==> src/rtl/imem_loader.sv <==
// Framed host byte stream to instruction-memory word writer.
// Holds the CPU until a whole frame has loaded with a matching XOR checksum.
module imem_loader #(
   parameter int unsigned ADDR_WIDTH = 8,
   parameter logic [7:0]  SYNC_BYTE  = 8'hA5,
   parameter int unsigned BASE_ADDR  = 0
) (
   input  logic                  clk,
   input  logic                  rst_n,
   input  logic [7:0]            in_data,
   input  logic                  in_valid,
   output logic                  in_ready,
   output logic                  imem_we,
   output logic [ADDR_WIDTH-1:0] imem_addr,
   output logic [31:0]           imem_wdata,
   output logic                  cpu_hold,
   output logic                  done,
   output logic                  err,
   output logic [15:0]           words_loaded
);

   localparam int unsigned LEN_LIMIT = (1 << ADDR_WIDTH) - BASE_ADDR;

   typedef enum logic [2:0] {
      S_IDLE, S_LEN_HI, S_LEN_LO, S_DATA, S_CSUM, S_DONE, S_ERROR
   } state_t;

   state_t                state_q, state_d;
   logic [7:0]            len_hi_q, len_hi_d;
   logic [15:0]           len_q, len_d;
   logic [1:0]            byte_cnt_q, byte_cnt_d;
   logic [23:0]           asm_q, asm_d;
   logic [7:0]            csum_q, csum_d;
   logic                  imem_we_q, imem_we_d;
   logic [ADDR_WIDTH-1:0] imem_addr_q, imem_addr_d;
   logic [31:0]           imem_wdata_q, imem_wdata_d;
   logic                  cpu_hold_q, cpu_hold_d;
   logic                  done_q, done_d;
   logic                  err_q, err_d;
   logic [15:0]           words_q, words_d;
   logic                  in_ready_q;
   logic                  accept;
   logic [15:0]           len_rx;

   assign accept = in_valid && in_ready_q;
   assign len_rx = {len_hi_q, in_data};

   // Next-state and output decode
   always_comb begin
      state_d      = state_q;
      len_hi_d     = len_hi_q;
      len_d        = len_q;
      byte_cnt_d   = byte_cnt_q;
      asm_d        = asm_q;
      csum_d       = csum_q;
      imem_we_d    = 1'b0;
      imem_addr_d  = imem_addr_q;
      imem_wdata_d = imem_wdata_q;
      words_d      = words_q;

      if (accept) begin
         case (state_q)
            S_IDLE, S_DONE, S_ERROR: begin
               if (in_data == SYNC_BYTE) begin
                  state_d    = S_LEN_HI;
                  csum_d     = 8'h00;
                  asm_d      = 24'h0;
                  byte_cnt_d = 2'd0;
                  words_d    = 16'd0;
               end
            end
            S_LEN_HI: begin
               len_hi_d = in_data;
               state_d  = S_LEN_LO;
            end
            S_LEN_LO: begin
               len_d = len_rx;
               if (32'(len_rx) > LEN_LIMIT)  state_d = S_ERROR;
               else if (len_rx == 16'd0)     state_d = S_CSUM;
               else                          state_d = S_DATA;
            end
            S_DATA: begin
               csum_d     = csum_q ^ in_data;
               byte_cnt_d = byte_cnt_q + 2'd1;
               if (byte_cnt_q == 2'd3) begin
                  imem_we_d    = 1'b1;
                  imem_addr_d  = ADDR_WIDTH'(BASE_ADDR) + ADDR_WIDTH'(words_q);
                  imem_wdata_d = {asm_q, in_data};
                  words_d      = words_q + 16'd1;
                  if (words_q + 16'd1 == len_q) state_d = S_CSUM;
               end else begin
                  asm_d = {asm_q[15:0], in_data};
               end
            end
            S_CSUM: state_d = (in_data == csum_q) ? S_DONE : S_ERROR;
            default: state_d = S_IDLE;
         endcase
      end

      done_d     = (state_d == S_DONE);
      err_d      = (state_d == S_ERROR);
      cpu_hold_d = (state_d != S_DONE);
   end

   // State and output registers, synchronous reset
   always_ff @(posedge clk) begin
      if (!rst_n) begin
         state_q      <= S_IDLE;
         len_hi_q     <= 8'h00;
         len_q        <= 16'd0;
         byte_cnt_q   <= 2'd0;
         asm_q        <= 24'h0;
         csum_q       <= 8'h00;
         imem_we_q    <= 1'b0;
         imem_addr_q  <= ADDR_WIDTH'(BASE_ADDR);
         imem_wdata_q <= 32'h0;
         cpu_hold_q   <= 1'b1;
         done_q       <= 1'b0;
         err_q        <= 1'b0;
         words_q      <= 16'd0;
         in_ready_q   <= 1'b0;
      end else begin
         state_q      <= state_d;
         len_hi_q     <= len_hi_d;
         len_q        <= len_d;
         byte_cnt_q   <= byte_cnt_d;
         asm_q        <= asm_d;
         csum_q       <= csum_d;
         imem_we_q    <= imem_we_d;
         imem_addr_q  <= imem_addr_d;
         imem_wdata_q <= imem_wdata_d;
         cpu_hold_q   <= cpu_hold_d;
         done_q       <= done_d;
         err_q        <= err_d;
         words_q      <= words_d;
         in_ready_q   <= 1'b1;
      end
   end

   assign in_ready     = in_ready_q;
   assign imem_we      = imem_we_q;
   assign imem_addr    = imem_addr_q;
   assign imem_wdata   = imem_wdata_q;
   assign cpu_hold     = cpu_hold_q;
   assign done         = done_q;
   assign err          = err_q;
   assign words_loaded = words_q;

endmodule

==> config.mk <==
export PLATFORM = sky130hd
export DESIGN_NAME = imem_loader
export DESIGN_NICKNAME = d
export VERILOG_FILES = /design/src/rtl/imem_loader.sv
export SDC_FILE = /design/constraint.sdc
export NUM_CORES = 1
export LEC_CHECK = 0
export BUFFER_PORTS_ARGS = -buffer_cell sky130_fd_sc_hd__buf_2
export CORE_MARGIN = 1
export CORE_UTILIZATION = 40
export CTS_CLUSTER_DIAMETER = 50
export CTS_CLUSTER_SIZE = 14
export DETAILED_ROUTE_END_ITERATION = 7
export MAX_ROUTING_LAYER = met4
export SLEW_MARGIN = 20
export SYNTH_ARGS = -nofsm -noshare
export SYNTH_HDL_FRONTEND = slang
export SYNTH_SLANG_ARGS = --single-unit
export TNS_END_PERCENT = 100
==> constraint.sdc <==
create_clock -name clk -period 7.8 [get_ports clk]
set_clock_uncertainty 0.15 [all_clocks]
set_input_delay 0.78 -clock clk [delete_from_list [all_inputs] [get_ports clk]]
set_output_delay 0.78 -clock clk [all_outputs]
set_load 0.005 [all_outputs]
# Yosys cells after proc, flatten, opt, wreduce, memory -nomap -nowiden
# Index checks and enable logic that the tools add are counted.
[op_classes] add_sub_neg=2 magnitude_cmp=1 eq_ne=16 muxes=20 bitwise=1 reduce_logical=12
[ops] operator="two-way mux 24 bit" count=2
[ops] operator="case mux 24 bit (2 select lines)" count=1
[ops] operator="two-way mux 16 bit" count=2
[ops] operator="case mux 16 bit (2 select lines)" count=1
[ops] operator="two-way mux 3 bit" count=6
[ops] operator="adder 16 x 1 -> 16 bit, second input constant" count=1
[ops] operator="equality test 16 bit" count=1
[ops] operator="greater-than comparator 16 x 9 -> 1 bit, second input constant" count=1
[ops] operator="zero test 16 bit" count=1
[ops] operator="case mux 8 bit (2 select lines)" count=1
[ops] operator="equality test 3 bit, second input constant" count=5
[ops] operator="case mux 3 bit (5 select lines)" count=1
[ops] operator="AND reduction 3 bit" count=3
[ops] operator="equality test 8 bit" count=1
[ops] operator="equality test 8 bit, second input constant" count=1
[ops] operator="two-way mux 8 bit" count=1
[ops] operator="AND reduction 4 bit" count=2
[ops] operator="bitwise XOR 8 bit" count=1
[ops] operator="equality test 3 x 2 -> 1 bit, second input constant" count=2
[ops] operator="!= test 2 bit, second input constant" count=3
[ops] operator="two-way mux 2 bit" count=2
[ops] operator="case mux 2 bit (2 select lines)" count=1
[ops] operator="AND reduction 2 bit" count=2
[ops] operator="equality test 3 x 1 -> 1 bit, second input constant" count=1
[ops] operator="other kinds (8)" count=9
[totals] regBits=122 inputBits=11 out_inout_bits=61 elab_cells=66

# Longest topological paths before layout
[logic_depth] ltp_word=7 mapped_depth=9 ltp_nobuf=8

# Worst setup path before layout
# OpenSTA, ideal clock, no wires.
[synth_timing] path_kind="input -> register" start="input port in_data[3]" end="register words_q[6], in the netlist words_loaded[6]" setup_time_ps=132 arrival_ps=2679 path_slack_ps=4838 cell_stages=9 cell_sequence="clkbuf_1 -> nor4_1 -> nand4_1 -> a21boi_0 -> o21ai_0 -> or2_2 -> clkbuf_1 -> o21ai_0 -> a21oi_1"
[synth_between] elab_chain_len=3
[synth_rtl] element="from (decl)" line="10" source="input logic [7:0] in_data,"
[synth_rtl] element="equality test 8 bit" line="64" source="if (in_data == SYNC_BYTE) begin"
[synth_rtl] element="!= test 2 bit (no line)"
[synth_rtl] element="AND reduction 4 bit (no line)"
[synth_rtl] element="to (signal assigned)" line="135" source="words_q <= words_d;"
[synth_rtl] element="to (decl)" line="40" source="logic [15:0] words_q, words_d;"
# Every way passes these cells.
# A chain may end at the register's enable or synchronous reset.

# Final worst setup path
[layout_timing] start="register words_q[4], in the netlist words_loaded[4]" end="register done_q, in the netlist done"
[layout_between] elab_chain_len=7
[layout_rtl] element="adder 16 x 1 -> 16 bit" line="90" source="if (words_q + 16'd1 == len_q) state_d = S_CSUM;"
[layout_rtl] element="equality test 16 bit" line="90"
[layout_rtl] element="two-way mux 3 bit" line="90"
[layout_rtl] element="two-way mux 3 bit" line="85" source="if (byte_cnt_q == 2'd3) begin"
[layout_rtl] element="case mux 3 bit (5 select lines)" line="62" source="case (state_q)"
[layout_rtl] element="two-way mux 3 bit" line="61" source="if (accept) begin"
[layout_rtl] element="equality test 3 bit" line="100" source="done_d = (state_d == S_DONE);"
[layout_rtl] element="to (signal assigned)" line="133" source="done_q <= done_d;"
[layout_rtl] element="to (decl)" line="38" source="logic done_q, done_d;"
# Every way passes these cells.

==> impl_metrics.csv <==
group,metric,value,unit
power,ir_worst_vdd,0.166,mV
hold_path,worstHoldPathType,"register to register",
critical_path,timing.critical_path.arrival,3.71,ns
timing,worst-slew-pin-transition,1.06,ns
detailed_routing,detail-route-antenna-nets,0,
hold_path,hold-path-endpoint,"imem_wdata[4]",
critical_path,critical_path.cell_chain,"nand4_1, or4_1, or3_4, a2111oi_2, nand4_1, a21o_1, and3_1",
global_route,global_route.overflow_total,0,
logic_synthesis,synth_seq_cells,122,
cells_and_area,layout-area-overhead-vs-synth,17.7,%
detailed_routing,route.vias.total,4725,
floorplanning,fp.dieArea,13900,sq um
hold_path,whs_path_depth,2,
cells_and_area,layout.area.seq,2440,sq um
clocking,ctsResizeCount,0,
clocking,clk-insertion-delay-late,0.41,ns
critical_path,ff2ff_setup_slack,4.23,ns
critical_path,crit_required,7.95,ns
cells_and_area,antenna_cells_inserted,0,
cells_and_area,final_net_count,700,
placement,gp_congestion,0.913,
cells_and_area,mostFrequentLayoutCells,"dfxtp_1 (122), nand2_1 (95), nor2_1 (85)",
critical_path,rr_endpoint,"done",
cells_and_area,multiInputGateArea,2640,sq um
floorplanning,die_width,118,um
floorplanning,coreArea,12900,sq um
clocking,cts_setup_buffers,0,
timing,setup-tns-final,0,ns
power,powerDensity,232,nW/um^2
hold_path,worst_hold_startpoint,"imem_wdata[4]",
detailed_routing,routed_wl,13500,um
timing,fin_worst_hold_slack,0.300,ns
clocking,number_of_buffers_added_by_the_clock_tree_synthesis_step,17,
floorplanning,initial_utilization,0.417,
job,cap_viol_max_count,0,
timing,max_freq,280,MHz
cells_and_area,final_layout_size_suffix_gt1_frac,0.169,
timing,finalHoldViolations,0,
placement,placement.io_buffers,71,
timing,final_worst_path_period_share,0.457,
logic_synthesis,synth_area_per_cell,8.31,sq um
critical_path,master_of_the_slowest_instance_on_the_critical_path,"or4_1",
critical_path,critPathKind,"register to register",
logic_synthesis,dominantRegCellSynth,"dfxtp_1",
critical_path,worst_r2r_start,"words_loaded[4]",
clocking,worst_setup_hold_path_clk_slew,0.05,ns
timing,min_period,3.57,ns
global_route,first_global_vias,4230,
logic_synthesis,part_of_the_yosys_area_used_for_sequential_elements,0.455,
clocking,cts_hold_repair.buffers,0,
logic_synthesis,syn-cell-area,5370,sq um
cells_and_area,most_common_cell_after_layout_fill_and_taps_aside,"dfxtp_1",
logic_synthesis,ys_async_sr_fraction,0,
critical_path,crit_path_max_fanout,15,
clocking,clockRootBuffer,"clkbuf_16",
placement,dp_hpwl,8850,um
floorplanning,io-pin-count,72,
logic_synthesis,postSynthCellCount,646,
detailed_routing,vias_per_cell,5.43,
logic_synthesis,synth-warning-count,0,
power,leakage,0.00239,uW
detailed_routing,detail_route.iter0.violations,427,
clocking,cts_buffer_depth,2,
critical_path,setup.worst_path.start_class,"register",
timing,slew_headroom,0.296,
timing,slew_violations,0,
run_status,status,"completed",
detailed_routing,route.detailed.wl_per_inst,15.5,um
logic_synthesis,edff_count_synth,0,
critical_path,cp-end-kind,"register",
critical_path,cell_with_the_most_instances_on_the_worst_path,"nand4_1",
detailed_routing,drc,0,
logic_synthesis,synthesis.nets,659,
global_route,maximum_number_of_pins_on_one_net_before_global_route_repair,115,
global_route,initial_antenna_violation_count,0,
logic_synthesis,synth.distinct_cells,58,
clocking,tritoncts,"built",
floorplanning,placementRows,41,
clocking,htreeDepth,4,
detailed_routing,first_pass_iters,5,
critical_path,max_stage_delay,0.73,ns
critical_path,reg2reg_depth,7,
timing,setup_viol,0,
cells_and_area,final.fill_count,1236,
clocking,clock-sinks,122,
global_route,globalRouteTotalUtil,0.203,
floorplanning,height_of_the_die,118,um
global_route,first_pass_grt_wire_length,21900,um
timing,grt_setup_unrepaired,"no",
## kinds of logic (layout without fill, tap and decap cells)
logic type / Yosys count / count (layout) / synth area share
AO/OA/AOI/OAI: 159 / 159 / 0.180
XOR/XNOR: 25 / 25 / 0.0408
adder cells (fa/ha/maj): 2 / 2 / 0.00466
buffers and inverters: 60 / 112 / 0.0545
flip-flops: 122 / 122 / 0.455
multiplexers: 25 / 25 / 0.0466
AND/OR/NAND/NOR: 253 / 253 / 0.219
## power by group
group / internal, uW / switching [uW]
sequential: 627 / 4.05
combinational: 11.9 / 28.8
clock: 530 / 264
total: 1170 / 297
## how the worst max path moves through the flow
stage | endpoint | slack (ns) | cells after the start | from
2_1_floorplan | words_loaded[6] | 4.84 | 9 | in_data[3]
3_3_place_gp | done | 4.41 | 7 | words_loaded[4]
3_5_place_dp | done | 4.29 | 7 | words_loaded[4]
4_1_cts | done | 4.25 | 7 | words_loaded[4]
5_1_grt | done | 3.96 | 7 | words_loaded[4]
6_report | done | 4.23 | 7 | words_loaded[4]
## final cells by class
class                   count  share of cell area
clock inverters             8              0.0186
inverters                   6             0.00376
repair buffers             76              0.0628
clock buffers              22              0.0766
well taps                 172              0.0341
multi-input cells         464               0.418
flip-flops and latches    122               0.387
## stage by stage
| stage | cells | power [uW] | util | instance area [sq um] | setup WS (ns) |
|---|---|---|---|---|---|
| after floorplan | 646 | 674 | - | 5370 | 4.84 |
| after global placement | 840 | 683 | 0.444 | 5710 | 4.41 |
| after detailed placement | 840 | 684 | 0.444 | 5710 | 4.29 |
| after CTS | 870 | 1480 | 0.490 | 6310 | 4.25 |
| after global routing | 870 | 1510 | 0.491 | 6320 | 3.96 |
| final | 870 | 1470 | 0.491 | 6320 | 4.23 |
## synthesized netlist by cell type, types with 2 or more instances
master | count | share of area
or3_1 | 4 | 0.0047
and4_1 | 4 | 0.0065
and2_1 | 7 | 0.0082
o2111ai_1 | 2 | 0.0033
ha_1 | 2 | 0.0047
a21oi_1 | 65 | 0.061
clkbuf_1 | 42 | 0.029
xnor2_1 | 8 | 0.013
a311oi_1 | 2 | 0.0033
a211oi_1 | 3 | 0.0042
a21o_1 | 3 | 0.0042
clkbuf_8 | 2 | 0.0051
dfxtp_1 | 122 | 0.45
nand4_2 | 2 | 0.0047
nand3b_1 | 11 | 0.015
nand2b_1 | 2 | 0.0023
mux2i_1 | 25 | 0.047
buf_4 | 2 | 0.0028
nand3_1 | 8 | 0.0075
nor2_1 | 85 | 0.059
o21ai_0 | 30 | 0.028
xor2_1 | 17 | 0.028
buf_6 | 4 | 0.0084
a21boi_0 | 3 | 0.0042
nand4_1 | 7 | 0.0082
nor4_1 | 6 | 0.0070
nor3_1 | 5 | 0.0047
a22oi_1 | 26 | 0.036
inv_1 | 5 | 0.0035
nand2_1 | 96 | 0.067
a31oi_1 | 12 | 0.014
and3_1 | 5 | 0.0058
or4_1 | 4 | 0.0056
## registers in the layout, indices dropped and copies added (netlist names)
| name | count |
|---|---|
| cpu_hold | 1 |
| len_hi_q | 8 |
| byte_cnt_q | 2 |
| state_q | 3 |
| err | 1 |
| csum_q | 8 |
| asm_q | 24 |
| imem_addr | 8 |
| imem_wdata | 32 |
| in_ready | 1 |
| done | 1 |
| imem_we | 1 |
| words_loaded | 16 |
| len_q | 16 |
## per-layer routing
metal  vias up  track usage  part of all wire
met5         -            -                 0
met2       140        0.295              0.45
met4         0       0.0745             0.011
li1       2327            -                 -
met3        12       0.0499             0.047
met1      2246        0.272              0.49
## critical path: cells and delay by family (launching register included)
kind            cells  cell delay, ns
compound gates      2            0.70
flops               1            0.60
simple gates        5            2.01
Note: power is estimated with default switching activity, not from simulation.
